`src/rtl/des_sbox_engine.sv`:
```
// DES S-box substitution engine: one 48-bit keyed round word in, 32-bit S1..S8 result out.
// LANES boxes are looked up per cycle, so a word takes 8/LANES busy cycles.
module des_sbox_engine #(
   parameter int LANES = 2
) (
   input  logic        clk,
   input  logic        rst,
   input  logic        in_valid,
   output logic        in_ready,
   input  logic [47:0] in_data,
   output logic        out_valid,
   input  logic        out_ready,
   output logic [31:0] out_data,
   output logic        busy
);

   // Handshake: a word moves on a rising edge where valid && ready are both high.
   // in_ready depends only on state and out_ready, never on in_valid.

   generate
      if (!(LANES == 1 || LANES == 2 || LANES == 4 || LANES == 8)) begin : g_bad_lanes
         $error("des_sbox_engine: LANES must be 1, 2, 4 or 8");
      end
   endgenerate

   localparam logic [2:0] LAST_IDX = 3'(8 - LANES);
   localparam logic [2:0] IDX_STEP = 3'(LANES);

   // One 256-bit row-major table per box; entry i = {row, column} sits at nibble 63-i.
   localparam logic [255:0] SBOX [8] = '{
      256'hE4D12FB83A6C5907_0F74E2D1A6CB9538_41E8D62BFC973A50_FC8249175B3EA06D,
      256'hF18E6B34972DC05A_3D47F28EC01A69B5_0E7BA4D158C6932F_D8A13F42B67C05E9,
      256'hA09E63F51DC7B428_D70934A6285ECBF1_D6498F30B12C5AE7_1AD069874FE3B52C,
      256'h7DE3069A1285BC4F_D8B56F03472C1AE9_A690CB7DF13E5284_3F06A1D8945BC72E,
      256'h2C417AB6853FD0E9_EB2C47D150FA3986_421BAD78F9C5630E_B8C71E2D6F09A453,
      256'hC1AF92680D34E75B_AF427C9561DE0B38_9EF528C3704A1DB6_432C95FABE17608D,
      256'h4B2EF08D3C975A61_D0B7491AE35C2F86_14BDC37EAF680592_6BD814A7950FE23C,
      256'hD2846FB1A93E50C7_1FD8A374C56B0E92_7B419CE206ADF358_21E74A8DFC90356B
   };

   typedef enum logic [1:0] {
      IDLE = 2'd0,
      BUSY = 2'd1,
      DONE = 2'd2
   } state_t;

   state_t      state, state_nxt;
   logic [47:0] hold;
   logic [31:0] result;
   logic [2:0]  idx;
   logic        accept;
   logic        last;

   logic [2:0]  lane_box   [LANES];
   logic [5:0]  lane_chunk [LANES];
   logic [5:0]  lane_addr  [LANES];
   logic [3:0]  lane_nib   [LANES];

   assign in_ready  = (state == IDLE) || (state == DONE && out_ready);
   assign accept    = in_valid && in_ready;
   assign last      = (idx == LAST_IDX);
   assign out_valid = (state == DONE);
   assign busy      = (state == BUSY);
   assign out_data  = result;

   always_comb begin
      for (int j = 0; j < LANES; j++) begin
         lane_box[j]   = idx + 3'(j);
         lane_chunk[j] = hold[int'(3'd7 - lane_box[j]) * 6 +: 6];
         lane_addr[j]  = {lane_chunk[j][5], lane_chunk[j][0], lane_chunk[j][4:1]};
         lane_nib[j]   = SBOX[lane_box[j]][{~lane_addr[j], 2'b00} +: 4];
      end
   end

   always_comb begin
      state_nxt = state;
      case (state)
         IDLE:    if (accept) state_nxt = BUSY;
         BUSY:    if (last) state_nxt = DONE;
         DONE:    if (out_ready) state_nxt = in_valid ? BUSY : IDLE;
         default: state_nxt = IDLE;
      endcase
   end

   always_ff @(posedge clk or posedge rst) begin
      if (rst) state <= IDLE;
      else     state <= state_nxt;
   end

   // The final busy cycle leaves idx in place so it never steps past S8.
   always_ff @(posedge clk or posedge rst) begin
      if (rst) begin
         hold   <= '0;
         result <= '0;
         idx    <= '0;
      end else if (accept) begin
         hold <= in_data;
         idx  <= '0;
      end else if (state == BUSY) begin
         for (int j = 0; j < LANES; j++) begin
            result[{3'd7 - lane_box[j], 2'b00} +: 4] <= lane_nib[j];
         end
         if (!last) idx <= idx + IDX_STEP;
      end
   end

endmodule

```
`config.mk`:
```
export PLATFORM = sky130hd
export DESIGN_NAME = des_sbox_engine
export DESIGN_NICKNAME = d
export VERILOG_FILES = /design/src/rtl/des_sbox_engine.sv
export SDC_FILE = /design/constraint.sdc
export NUM_CORES = 1
export LEC_CHECK = 0
export CORE_ASPECT_RATIO = 1.1
export CORE_UTILIZATION = 25
export CTS_CLUSTER_SIZE = 8
export DETAILED_ROUTE_END_ITERATION = 7
export SLEW_MARGIN = 0
export SYNTH_ARGS = -nofsm -noshare
export SYNTH_HDL_FRONTEND = slang
export SYNTH_SLANG_ARGS = --single-unit
```
`constraint.sdc`:
```
create_clock -name clk -period 5 [get_ports clk]
set_input_delay 1.5 -clock clk [delete_from_list [all_inputs] [get_ports clk]]
set_output_delay 1.5 -clock clk [all_outputs]
set_load 0.01 [all_outputs]
```
# After elaboration in Yosys (flattened, before gate mapping)
# Memories as Yosys holds them, arrays and structs flattened.
# Index checks and enable logic that the tools add are counted.
# classes
n_bitwise	5
multipliers	2
n_reduce_logical	8
n_mux	14
n_shift	8
n_eq_ne	7
magnitude_cmp	2
n_addsub	8
# op_table
op	n
256-bit two-way mux	4
256-bit by 9-bit indexed part select with 4-bit output	2
48-bit by 8-bit indexed part select with 6-bit output	2
32-bit bitwise mux	2
4-bit by 7-bit variable shift with 32-bit output (first input constant)	2
4-bit by 7-bit indexed part select with 32-bit output	2
4-bit by 3-bit multiplier with 7-bit output (second input constant)	2
5-bit negation with 7-bit output	2
6-bit inverter	2
3-bit two-way mux	3
4-bit greater-or-equal comparator (second input constant)	2
3-bit inverter with 4-bit output	2
3-bit by 3-bit subtractor with 4-bit output (first input constant)	2
2-bit two-way mux	3
2-bit case mux with 3 select lines	1
3-bit subtractor (first input constant)	2
2-bit by 1-bit != test with 1-bit output (second input constant)	2
2-bit != test (second input constant)	2
2-bit AND reduction	2
3-bit by 1-bit adder with 3-bit output (second input constant)	1
3-bit by 2-bit adder with 3-bit output (second input constant)	1
3-bit equality test (second input constant)	1
3-bit AND reduction	1
2-bit by 1-bit equality test with 1-bit output (second input constant)	1
7 further kinds	8
# word_totals
mem_bits_ro	4096
memories	2
register_bits	85
# mem_list
memory	depth	width	rd	rd_clocked_by_memory_dff	wr	line_no	source
(name not given)	8	256	1	0	0	71	lane_nib[j] = SBOX[lane_box[j]][{~lane_addr[j], 2'b00} +: 4];
(name not given)	8	256	1	0	0	71	

# Longest topological paths before layout
# Gate-level depths: netlist of run 1.
# logic_depth
word_depth	8
depth_mapped	25
ltp_nobuf	15

# Worst setup path before layout of run 1
# Ideal clock, no wire load.
# synth_path
path_kind	register to register
start	register idx[2]
end	register result[11] (netlist: out_data[11])
setup_slack_ns	-0.431
period_less_slack_ns	5.431
n_path_buf	8
setup_ns	0.138
path_stages_with_launch	23
arrival_time_ns	5.293
path_cell_list	dfrtp_1 -> clkbuf_1 -> inv_1 -> clkbuf_1 -> clkbuf_1 -> ha_1 -> inv_1 -> clkbuf_1 -> ha_1 -> ha_1 -> clkbuf_2 -> buf_4 -> buf_2 -> mux2i_1 -> a22oi_1 -> a22oi_1 -> clkbuf_1 -> nand4_1 -> o311a_1 -> o2111ai_1 -> a21oi_1 -> a211oi_1 -> o21ai_0
# synth_via
elab_chain_cells	8
# synth_rtl
item	line_no	source
from (decl)	50	logic [2:0] idx;
from (signal assigned)	103	if (!last) idx <= idx + IDX_STEP;
3-bit by 1-bit adder with 3-bit output, or another cell as far along	68	lane_box[j] = idx + 3'(j);
3-bit by 3-bit subtractor with 4-bit output, or another cell as far along	69	lane_chunk[j] = hold[int'(3'd7 - lane_box[j]) * 6 +: 6];
4-bit by 3-bit multiplier with 7-bit output, or another cell as far along	69	
48-bit by 8-bit indexed part select with 6-bit output, or another cell as far along	69	
6-bit inverter, or another cell as far along	71	
256-bit by 9-bit indexed part select with 4-bit output / 4-bit by 7-bit indexed part select with 32-bit output (equally long branches)	71, 101	
4-bit by 7-bit indexed part select with 32-bit output / 32-bit bitwise mux (equally long branches)	101	result[{3'd7 - lane_box[j], 2'b00} +: 4] <= lane_nib[j];
32-bit bitwise mux *	101	
to (signal, indexed assignment)	101	
to (decl)	49	logic [31:0] result;
# Every way passes the cells marked *; elsewhere a longest branch is shown, timed or not. The select of a mux whose other input is x is not followed.
# A chain may end at the register's enable or synchronous reset.

# Worst setup path after layout of run 1
# layout_path
start	register idx[1]
end	register result[30] (netlist: out_data[30])
# The elaborated chain is that of the path after synthesis.

==> impl_metrics.ini, run 1 <==
[synth]
synth_ff_type = dfrtp_1
synth_top_area_cell = dfrtp_1
async_reset_ff_frac = 1.000
synth_edf_count = 0
synth_top_area_frac = 0.2251
syn-instance-count = 1140
ys_types = 95
syn_area_per_cell_sq_um = 8.193
yosys_warnings = 0
ys_ff_latch = 84
yosys-top-cells-area = dfrtp_1 23%, mux2_2 7.1%, nand2_1 5.5%
synthesis.area_sq_mm = 0.009340
ys_seq_area_frac = 0.2251

[setup_path]
r2r_start = idx[1]
crit_path_start_kind = flop
reg2reg_depth = 15
worstSetupEndpointType = flop
r2r_slack_ns = 0.19
worstPathMaxFanout = 13
worstSetupPathType = reg -> reg
cp.arrival_ns = 5.06
critPathRequiredTime_ns = 5.25
max_stage_delay_ns = 0.52
r2r-end = out_data[30]
worst_path_max_delay_cell = dfrtp_4
crit_chain = inv_2 -> ha_1 -> ha_1 -> buf_4 -> mux2_2 -> a32o_1 -> a31oi_4 -> buf_4 -> buf_4 -> nor2_1 -> o21ai_0 -> a41oi_1 -> o311ai_1 -> o211ai_1 -> o41ai_1
cp_common_cell = buf_4

[cts]
cts_hold_buffers = 0
cts_htree_levels = 3
post-cts-setup-buffer-count = 0
cts-resized-gates = 0
cts_sinks = 84
clkTransAtPathRegs_ns = 0.06
insertion_delay_ns = 0.36
cts-root-buf = clkbuf_16
cts_buffers = 9
clock_tree.buffer_depth = 2
cts_tree = done

[floorplanning]
coreArea_sq_mm = 0.03644
ios = 87
start_util = 0.2563
die_y_um = 204.7
die_w_um = 186.3
die_area_sq_mm = 0.03814
num_rows = 73

[timing]
hold_ws_ns = 0.4739
worst_slack_ns = 0.1864
setup_viol = 0
fmax_ghz = 0.2077
timing.final.crit_share = 0.9627
relSlewSlack = 0.3707
grt_setup_unrepaired = no
hold_viol_final = 0
fin_skew_ns = 0.009949
min_period_ns = 4.814
setup_tns_ns = 0
final_max_slew_viol_count = 0
max_slew.worst_pin.slew_ns = 0.9439

[place]
place_ws_ns = 0.3119
post-dp-hpwl_um = 27710
port_buffers = 86
gp_congestion = 1.002
dpl_cell_area_sq_mm = 0.01089

[layout]
most-common-layout-cells = 136 x nand2_1, 91 x nor2_1, 86 x clkdlybuf4s50_1
diodes = 0
fillers = 3836
finalInstanceArea_sq_mm = 0.01123
layout_commonest_cell = nand2_1
layout-drive-gt1-share = 0.1646
synthToLayoutAreaGrowth_pct = 20.23
layout.nets = 1274

[route]
drcViolationCount = 0
post_drt_wl_per_cell_um = 22.94
dr.pass1.iters = 6
via_per_inst = 6.075
ant_nets = 0
vias = 10230
drt-total-wl_um = 38640
drt_iter0_drc = 1330

[global_route]
grt_pass1_wl_um = 59590
antenna_found_initial = 2
grt_max_degree = 75
grt_overflow = 0
track_usage = 0.2040
grt_pass1_vias = 9498

[outcome]
status = complete, no violations

[min_path]
hold_path_depth = 2
min_path_type = reg -> reg
hold_end = out_data[0]
hp-start = out_data[0]

[flow_run]
drv_cap = 0
## synth_stat cells (all sizes together), types with 14 or more instances
library cell and n:
a211oi 22, a21oi 59, a221oi 18, buf 72, clkbuf 42, dfrtp 84, ha 30, inv 14
mux2 63, mux2i 38, mux4 15, nand2 137, nand3 26, nor2 91, nor3 27, o211ai 20
o21ai 88, o221ai 17, o22ai 21
## worst max-delay path: cells and delay by family (launching register included)
family,cells,cell delay (ns)
buffers and inverters,4,0.81
adders and majority gates,2,0.65
and+or+nand+nor,1,0.09
muxes,1,0.38
DFF,1,0.52
AOI/OAI and AO/OA,7,2.23
## sequential cells by signal (all words and copies together), names as in the netlist
signal	cells
hold	48
idx	2
out_data	32
state	2
## layer usage
| metal | track usage | up-vias | wire length [um] |
|---|---|---|---|
| li1 | - | 4555 | - |
| met1 | 0.2931 | 4990 | 17400 |
| met2 | 0.3033 | 610 | 16810 |
| met3 | 0.04444 | 76 | 3548 |
| met4 | 0.05474 | 0 | 874 |
| met5 | 0 | - | 0 |
## through the flow
step                instances  utilization
CTS                      1684       0.3081
finish                   1684       0.3081
detailed placement       1668       0.2988
floorplan                1143            -
global placement         1668       0.2988
global route             1684       0.3081
## cell type report
type | instances | area [sq um] | area share
clock inverter | 6 | 112.6 | 0.01003
clock buffer | 10 | 229.0 | 0.02039
timing repair buffer | 152 | 1431 | 0.1275
sequential | 84 | 2107 | 0.1876
multi-input combinational | 931 | 6686 | 0.5954
tap | 487 | 609.3 | 0.05426
inverter | 14 | 53.80 | 0.004791
## kinds of logic (layout without fill, tap and decap cells)
logic type	count (synthesis)	after routing	synth area share
xor+xnor	10	10	0.009377
other cells	2	5	0.0008041
fa+ha+maj	31	31	0.04139
compound gates	425	425	0.3391
mux	116	116	0.1532
flops	84	84	0.2251
simple gates	344	344	0.1665
buf+inv	128	182	0.06457
## worst max path at each step
stage | cells past startpoint | start | to
finish | 15 | idx[1] | out_data[30]
CTS | 15 | idx[1] | out_data[14]
global placement | 4 | out_ready | in_ready
global route | 14 | idx[2] | out_data[15]
detailed placement | 15 | idx[1] | out_data[30]
floorplan | 17 | idx[1] | out_data[13]
Power of run 1 is left out: the tool's default activity adds up to more than one toggle a clock period on the data nets, which glitch-free logic cannot reach.
==> inputs of run 2 (changes only) <==
--- a/config.mk
+++ b/config.mk
@@ -7,8 +7,10 @@
 export LEC_CHECK = 0
 export CORE_ASPECT_RATIO = 1.1
 export CORE_UTILIZATION = 25
+export CTS_BUF_LIST = sky130_fd_sc_hd__clkbuf_8
 export CTS_CLUSTER_SIZE = 8
 export DETAILED_ROUTE_END_ITERATION = 7
+export GPL_TIMING_DRIVEN = 0
 export SLEW_MARGIN = 0
 export SYNTH_ARGS = -nofsm -noshare
 export SYNTH_HDL_FRONTEND = slang
==> run 2 against run 1 <==
Routed wire length up 34%; global-route usage up 6.8 points; fmax down 1.9%; the flow now finishes with violations (DRC); via count up 12%; die area did not move.
==> impl_metrics.ini, run 2 (synthesized netlist as in run 1, its figures left out) <==
[global_route]
grtUsageMet1 = 0.3561
grtUsageMet2 = 0.4144
met3_usage = 0.05707
grt_pass1_wl_um = 75660
grt.busiest_layer = met2
antenna_found_initial = 0
grt_max_degree = 46
track_usage = 0.2719
grt_pass1_vias = 11090
grt_overflow = 0

[layout]
synthToLayoutAreaGrowth_pct = 33.94
regMostFlops = hold
layout-drive-gt1-share = 0.2807
largest_reg_flops = 48
most-common-layout-cells = 126 x nand2_1, 86 x clkdlybuf4s50_1, 84 x nor2_1
layout_commonest_cell = nand2_1
multiInputGateArea_sq_mm = 0.007261
ff_latch_area_sq_mm = 0.002107
diodes = 0
fillers = 3816
layout.nets = 1370

[setup_path]
worstPathMaxFanout = 14
max_stage_delay_ns = 0.45
critPathRequiredTime_ns = 5.28
crit_family = compound AO/OA/AOI/OAI gates
r2r_slack_ns = 0.1
r2r-end = out_data[24]
crit_chain = clkbuf_8 -> inv_1 -> buf_4 -> clkbuf_16 -> ha_4 -> inv_4 -> clkbuf_16 -> ha_4 -> ha_4 -> buf_12 -> mux2i_1 -> a22o_2 -> o41a_1 -> buf_6 -> buf_4 -> mux2i_1 -> a22o_1 -> a221oi_2 -> a311oi_2 -> a32oi_4 -> o21ai_1
cp-startpoint = idx[2]
cp_common_cell = ha_4
worst_path_max_delay_cell = dfrtp_2
path_buf_inv = 9
worstSetupEndpointType = flop
worstSetupPathType = reg -> reg
reg2reg_depth = 21
path_depth = 21
r2r_start = idx[2]
cp.arrival_ns = 5.18
crit_path_start_kind = flop
cp-endpoint = out_data[24]

[route]
dr.pass1.iters = 8
drcViolationCount = 12
via_per_inst = 6.427
post_drt_wl_per_cell_um = 29.11
drt_iter0_drc = 1211
drt-total-wl_um = 51820
vias = 11440
ant_nets = 0

[floorplanning]
coreArea_sq_mm = 0.03644
die_w_um = 186.3
ios = 87
die_y_um = 204.7
die_area_sq_mm = 0.03814
start_util = 0.2563
num_rows = 73

[timing]
hold_ws_ns = 0.4822
timing.final.crit_share = 0.9809
worst_slack_ns = 0.09555
setup_viol = 0
grt_setup_unrepaired = no
fmax_ghz = 0.2039
setup_tns_ns = 0
fin_skew_ns = 0.009175
max_slew.worst_pin.slew_ns = 1.139
min_period_ns = 4.904
final_max_slew_viol_count = 0
hold_viol_final = 0
relSlewSlack = 0.2406

[cts]
cts_buffers = 9
insertion_delay_ns = 0.40
cts_htree_levels = 3
cts_tree = done
cts_hold_buffers = 0
clock_tree.buffer_depth = 2
clkTransAtPathRegs_ns = 0.08
cts_sinks = 84
cts-root-buf = clkbuf_8

[place]
port_buffers = 86
post-dp-hpwl_um = 37180
gp_congestion = 1.021
place_ws_ns = -2.328

[outcome]
status = finished, violations left
violations = DRC

[flow_run]
drv_cap = 0

[min_path]
min_path_type = reg -> reg
## run 2: area by class of cell
type / instances / area share
multi-input combinational: 931 / 0.5804
inverter: 14 / 0.004901
timing repair buffer: 139 / 0.1040
buffer: 109 / 0.07551
sequential: 84 / 0.1684
clock buffer: 10 / 0.01100
tap: 487 / 0.04871
clock inverter: 6 / 0.007101
## run 2: worst min path at each step
stage | start | slack [ns] | cells after the start | endpoint
after global placement | out_data[17] | 0.46 | 2 | out_data[17]
after floorplan | hold[0] | 0.48 | 1 | hold[0]
after CTS | out_data[18] | 0.49 | 2 | out_data[18]
after global routing | out_data[23] | 0.51 | 2 | out_data[23]
after detailed placement | out_data[18] | 0.47 | 2 | out_data[18]
final | out_data[18] | 0.48 | 2 | out_data[18]
## run 2: metal layers
| layer | vias to the layer above | wire length [um] |
|---|---|---|
| met3 | 217 | 5187 |
| met2 | 888 | 22600 |
| met1 | 5593 | 21030 |
| li1 | 4742 | - |
| met5 | - | 0 |
| met4 | 0 | 2999 |
## run 2: timing repair
action | in CTS | in global routing
pin swaps | 27 | 17
gates resized for setup | 205 | 75
cloned | 1 | 0
buffers inserted | 39 | 12
setup endpoints to repair | 32 | 32
## run 2: per-stage QoR
step | cells | instance area (sq um) | utilization
after detailed placement | 1717 | 10880 | 0.2984
after global placement | 1716 | 10850 | 0.2976
after CTS | 1770 | 12180 | 0.3341
after global routing | 1780 | 12510 | 0.3433
after floorplan | 1143 | 9375 | -
final | 1780 | 12510 | 0.3433
## run 2: tightest hold or removal path: cells and delay by family (launching register included)
kind | cells | cell delay (ns)
DFF | 1 | 0.35
AOI/OAI and AO/OA | 1 | 0.06
and+or+nand+nor | 1 | 0.04
Power of run 2 is left out for the same reason.
